### config.mk
export PLATFORM = sky130hd
export DESIGN_NAME = store_buffer
export DESIGN_NICKNAME = d
export VERILOG_FILES = /design/src/rtl/store_buffer_pkg.sv /design/src/rtl/sb_fwd_match.sv /design/src/rtl/store_buffer.sv
export SDC_FILE = /design/constraint.sdc
export NUM_CORES = 1
export LEC_CHECK = 0
export BUFFER_PORTS_ARGS = -buffer_cell sky130_fd_sc_hd__buf_2
export CAP_MARGIN = 30
export CORE_MARGIN = 1
export CORE_UTILIZATION = 56
export DETAILED_ROUTE_END_ITERATION = 10
export PLACE_DENSITY = 0.73
export SETUP_SLACK_MARGIN = 0.4
export SKIP_CTS_REPAIR_TIMING = 1
export SLEW_MARGIN = 20
export SYNTH_ARGS = -nofsm -noshare
export SYNTH_HDL_FRONTEND = slang
export SYNTH_HIERARCHICAL = 1
export SYNTH_SLANG_ARGS = --single-unit
export TNS_END_PERCENT = 30
### constraint.sdc
create_clock -name clk -period 4.7 [get_ports clk]
set_clock_uncertainty 0.15 [all_clocks]
set_input_delay 0 -clock clk [delete_from_list [all_inputs] [get_ports clk]]
set_output_delay 0 -clock clk [all_outputs]
set_load 0.1 [all_outputs]
### src/rtl/store_buffer_pkg.sv
// Shared defaults and the buffered store entry layout for the store buffer.
package store_buffer_pkg;

  localparam int unsigned SB_DEPTH = 4;
  localparam int unsigned SB_AW    = 32;
  localparam int unsigned SB_DW    = 32;

  typedef struct packed {
    logic [SB_AW-1:0] addr;
    logic [SB_DW-1:0] data;
  } sb_entry_t;

endpackage

### src/rtl/sb_fwd_match.sv
// Store-to-load forwarding lookup: word-address match against all valid
// entries, newest (closest to tail) match wins.
module sb_fwd_match
  import store_buffer_pkg::*;
#(
  parameter int unsigned DEPTH = SB_DEPTH,
  parameter int unsigned AW    = SB_AW,
  parameter int unsigned DW    = SB_DW,
  localparam int unsigned PW   = $clog2(DEPTH)
) (
  input  logic [AW-1:0]    entry_addr [DEPTH],
  input  logic [DW-1:0]    entry_data [DEPTH],
  input  logic [DEPTH-1:0] valid,
  input  logic [PW-1:0]    tail,
  input  logic [AW-1:0]    rd_adr,
  output logic             hit,
  output logic [DW-1:0]    data
);

  localparam logic [AW-1:0] WORD_MASK = ~(AW'(3));

  // Walk from the slot at tail (oldest when full) toward tail-1 (newest),
  // so a later match overwrites an earlier one.
  always_comb begin
    logic [PW-1:0] idx;
    hit  = 1'b0;
    data = '0;
    idx  = '0;
    for (int unsigned k = 0; k < DEPTH; k++) begin
      idx = tail + PW'(k);
      if (valid[idx] && (((entry_addr[idx] ^ rd_adr) & WORD_MASK) == '0)) begin
        hit  = 1'b1;
        data = entry_data[idx];
      end
    end
  end

endmodule

### src/rtl/store_buffer.sv
// Circular FIFO of pending stores draining to data memory, with
// combinational store-to-load forwarding and a sticky overflow flag.
module store_buffer
  import store_buffer_pkg::*;
#(
  parameter int unsigned DEPTH = SB_DEPTH,
  parameter int unsigned AW    = SB_AW,
  parameter int unsigned DW    = SB_DW
) (
  input  logic                   clk,
  input  logic                   reset,
  input  logic                   memwrite,
  input  logic [AW-1:0]          dataadr,
  input  logic [DW-1:0]          writedata,
  input  logic [AW-1:0]          rd_adr,
  output logic                   fwd_hit,
  output logic [DW-1:0]          fwd_data,
  output logic                   m_valid,
  output logic [AW-1:0]          m_addr,
  output logic [DW-1:0]          m_wdata,
  input  logic                   m_ready,
  output logic                   full,
  output logic                   empty,
  output logic [$clog2(DEPTH):0] count,
  output logic                   overflow
);

  localparam int unsigned PW = $clog2(DEPTH);
  localparam int unsigned CW = PW + 1;

  logic [AW-1:0]    addr_q [DEPTH];
  logic [DW-1:0]    data_q [DEPTH];
  logic [DEPTH-1:0] valid_q;
  logic [PW-1:0]    head_q;
  logic [PW-1:0]    tail_q;
  logic [CW-1:0]    count_q;
  logic             overflow_q;
  logic             do_enq;
  logic             do_deq;

  assign empty    = (count_q == '0);
  assign full     = (count_q == CW'(DEPTH));
  assign count    = count_q;
  assign overflow = overflow_q;
  assign m_valid  = !empty;
  assign m_addr   = addr_q[head_q];
  assign m_wdata  = data_q[head_q];

  assign do_deq = m_valid & m_ready;
  assign do_enq = memwrite & (!full | do_deq);

  always_ff @(posedge clk) begin
    if (reset) begin
      head_q     <= '0;
      tail_q     <= '0;
      count_q    <= '0;
      overflow_q <= 1'b0;
      valid_q    <= '0;
      for (int unsigned i = 0; i < DEPTH; i++) begin
        addr_q[i] <= '0;
        data_q[i] <= '0;
      end
    end else begin
      // When full, head and tail share a slot: the clear comes first so a
      // simultaneous enqueue leaves that slot valid.
      if (do_deq) begin
        valid_q[head_q] <= 1'b0;
        head_q          <= head_q + PW'(1);
      end
      if (do_enq) begin
        addr_q[tail_q]  <= dataadr;
        data_q[tail_q]  <= writedata;
        valid_q[tail_q] <= 1'b1;
        tail_q          <= tail_q + PW'(1);
      end
      case ({do_enq, do_deq})
        2'b10:   count_q <= count_q + CW'(1);
        2'b01:   count_q <= count_q - CW'(1);
        default: count_q <= count_q;
      endcase
      if (memwrite && full && !do_deq) overflow_q <= 1'b1;
    end
  end

  sb_fwd_match #(
    .DEPTH (DEPTH),
    .AW    (AW),
    .DW    (DW)
  ) u_fwd_match (
    .entry_addr (addr_q),
    .entry_data (data_q),
    .valid      (valid_q),
    .tail       (tail_q),
    .rd_adr     (rd_adr),
    .hit        (fwd_hit),
    .data       (fwd_data)
  );

endmodule

==> summary.txt <==
status -> finished clean
pwr dens -> 352.0 mW/mm^2
CP Data Arrival Time -> 4.29 ns
FF+latch area -> 0.005380 mm^2
antenna violations before repair -> 6
global-route wire length before repair -> 93360 um
Total Wirelength -> 62820 um
gate count of the mapped netlist -> 2003
worst vdd ir -> 0.5999 mV
pin count of the biggest net entering global routing -> 203
P_leak -> 0.01072 uW
grt total ovfl -> 0
worst-path cell with the longest stage delay -> mux4_2
Post-Layout Cell Count -> 2710
Post-synth ARST share -> 0%
Startpoint Class -> register
sequential-to-total area share from yosys stat -> 25.99%
top-level I/O count -> 204
Via-to-Cell Ratio -> 6.341
unrepaired setup endpoints after global routing -> true
Vias -> 17.18k
gp weighted congestion -> 1.059
vias in the first global route -> 16.45k
hold path depth -> 4
fin crit share -> 94.46%
Initial Utilization -> 57.48%
worst hold path class -> input pin to register
CTS max path bufs -> 3
Worst Hold Launch -> dataadr[10]
TNS Setup -> 0 ns
clk sinks -> 268
# port buffers -> 201
placed insts -> 2533
DRT antenna net count -> 0
fin crit period -> 4.440 ns
crit-path cells -> buf_4 > mux4_2 > xnor2_2 > nand4_1 > nor4_4 > buf_4 > nand4b_1 > a21oi_1 > a31oi_2 > nor3_4 > buf_12 > clkbuf_16 > a22o_1 > buf_12
Comb pwr share -> 42.8%
post-route cell area -> 0.02482 mm^2
Worst-Margin Slew -> 0.9165 ns
DRC Markers -> 0
Worst R2R End -> data_q[54]
Setup Viol. Count Final -> 0
commonest non-fill, non-tap cell in the layout -> mux2i_1
Starting DRT DRC Count -> 1355
CTS buffer count -> 30
Synth Cell Area -> 0.02064 mm^2
Root Driver -> clkbuf_16
Fmax achieved -> 0.2252 GHz
Synth cell types -> 67
Layout fillers -> 2704
share of cells above drive strength 1 -> 28.57%
Die Y -> 194 um
CP max FO -> 15
area occupied by multi-input gates -> 0.01441 mm^2
worst reg2reg startpoint -> tail_q[1]
num rows -> 69
final-report max-slew violation count -> 0
crit end category -> output pin
Main synth FF type -> dfxtp_1
DP Wirelength -> 41510 um
Syn Area/Cell -> 10.31 um^2
core area -> 0.03591 mm^2
WP data required -> 4.55 ns
DP Area -> 0.02222 mm^2
Hold Path End -> addr_q[42]
clk_lat worst skew -> 0.58 ns
Crit Path Category -> register to output pin
syn nets -> 2113
CP peak stage delay -> 0.53 ns
net switching power -> 3656 uW
Slew HR -> 38.90%
R2R Setup Slk -> 1.14 ns
die width -> 194 um
GR Util All Layers -> 30.81%
H-tree depth -> 1
Nets -> 2331
most frequent cells in the layout -> 449 x mux2i_1, 324 x nand2b_1, 264 x dfxtp_1
Clock Pin Slew Worst Setup and Hold Paths -> 0.06 ns
DRT Pass-1 Iters -> 6
CTS tree -> done
DIE AREA -> 0.03764 mm^2
max-cap viol count -> 0
Routed WL per cell -> 23.18 um
area added between synthesis and finish -> 20.25%
Yosys warning count -> 6
part of the power in registers -> 30.6%
Overall Power -> 8737 uW
Int Power -> 5081 uW
R2R cell count -> 6
Clock power frac -> 26.7%
switching share of power -> 41.85%
number of hold violations in the final report -> 0
number of enable flip-flop cells after synthesis -> 0
Synth Register Bits -> 268
## cell usage after synthesis, drive strengths merged, types with 14 or more instances
library cell	number	area (um^2)
dfxtp	268	5365
mux2	137	1546
xor2	30	262.8
nand2	37	146.4
a22o	31	271.5
inv	26	97.59
nor4	17	106.4
nand2b	324	2027
mux2i	466	4708
nor2	32	120.1
buf	98	783.3
xnor2	81	709.4
a221o	64	640.6
o21ai	19	98.85
a211oi	14	105.1
nor2b	14	87.58
mux4	92	2072
a21oi	36	180.2
clkbuf	91	342.8
## per-layer routing
metal	GRT usage (%)	part of all wire (%)	vias to the layer above
li1	-	-	7818
met1	44.14	45	8530
met2	47.32	45	709
met3	5.253	7.7	125
met4	9.142	2.9	2
met5	0	0.019	-
## registers in the layout, summed over array words and instances, names as in the netlist
| signal | count |
|---|---|
| overflow | 1 |
| addr_q | 128 |
| tail_q | 2 |
| count | 3 |
| valid_q | 4 |
| data_q | 128 |
| head_q | 2 |
## layout make-up
cell class	count	share of cell area (%)
antenna	5	0.05040
clock buffer	39	3.281
clock inverter	16	0.6200
inverter	26	0.4032
multi-input combinational	1521	58.03
sequential	268	21.67
tap	461	2.324
timing repair buffer	374	13.61
## worst max-delay path by stage
stage / slack, ns / end / from
after global placement: 0.36 / fwd_data[21] / tail_q[0]
after detailed placement: 0.23 / fwd_data[18] / tail_q[0]
after floorplan: 0.74 / overflow / count[2]
final: 0.26 / fwd_data[14] / tail_q[0]
after global routing: 0.22 / fwd_data[14] / tail_q[0]
after CTS: -0.41 / fwd_data[21] / tail_q[0]
## metrics by stage
stage               setup slack [ns]  utilization (%)  hold WS (ns)
floorplan                     0.7364                -       0.04344
global placement              0.3634            61.79        0.1724
detailed placement            0.2288            61.86        0.1924
CTS                          -0.4119            64.56       -0.4045
global route                  0.2150            69.11        0.1701
finish                        0.2603            69.12        0.1465
## power groups by stage
| stage | combinational [uW] | clock, uW | sequential (uW) |
|---|---|---|---|
| floorplan | 2810 | 0 | 2650 |
| global placement | 3400 | 0 | 2770 |
| detailed placement | 3510 | 0 | 2730 |
| CTS | 3520 | 2360 | 2680 |
| global route | 3870 | 2470 | 2700 |
| finish | 3740 | 2330 | 2670 |
## critical path, delay by kind of cell, from the launching register on
kind,cells,cell delay [ns]
AND/OR/NAND/NOR,4,1.00
buffers and inverters,5,0.85
multiplexers,1,0.53
XOR/XNOR,1,0.27
flip-flops,1,0.46
AO/OA/AOI/OAI,3,0.57
## cells by family after synthesis
logic type | Yosys count | share of synthesized area (%)
compound gates | 225 | 8.595
xor+xnor | 111 | 4.709
fa+ha+maj | 10 | 0.6425
buf+inv | 215 | 5.928
flops | 268 | 25.99
mux | 695 | 40.34
simple gates | 479 | 13.80
(Power assumes the default switching activity.)
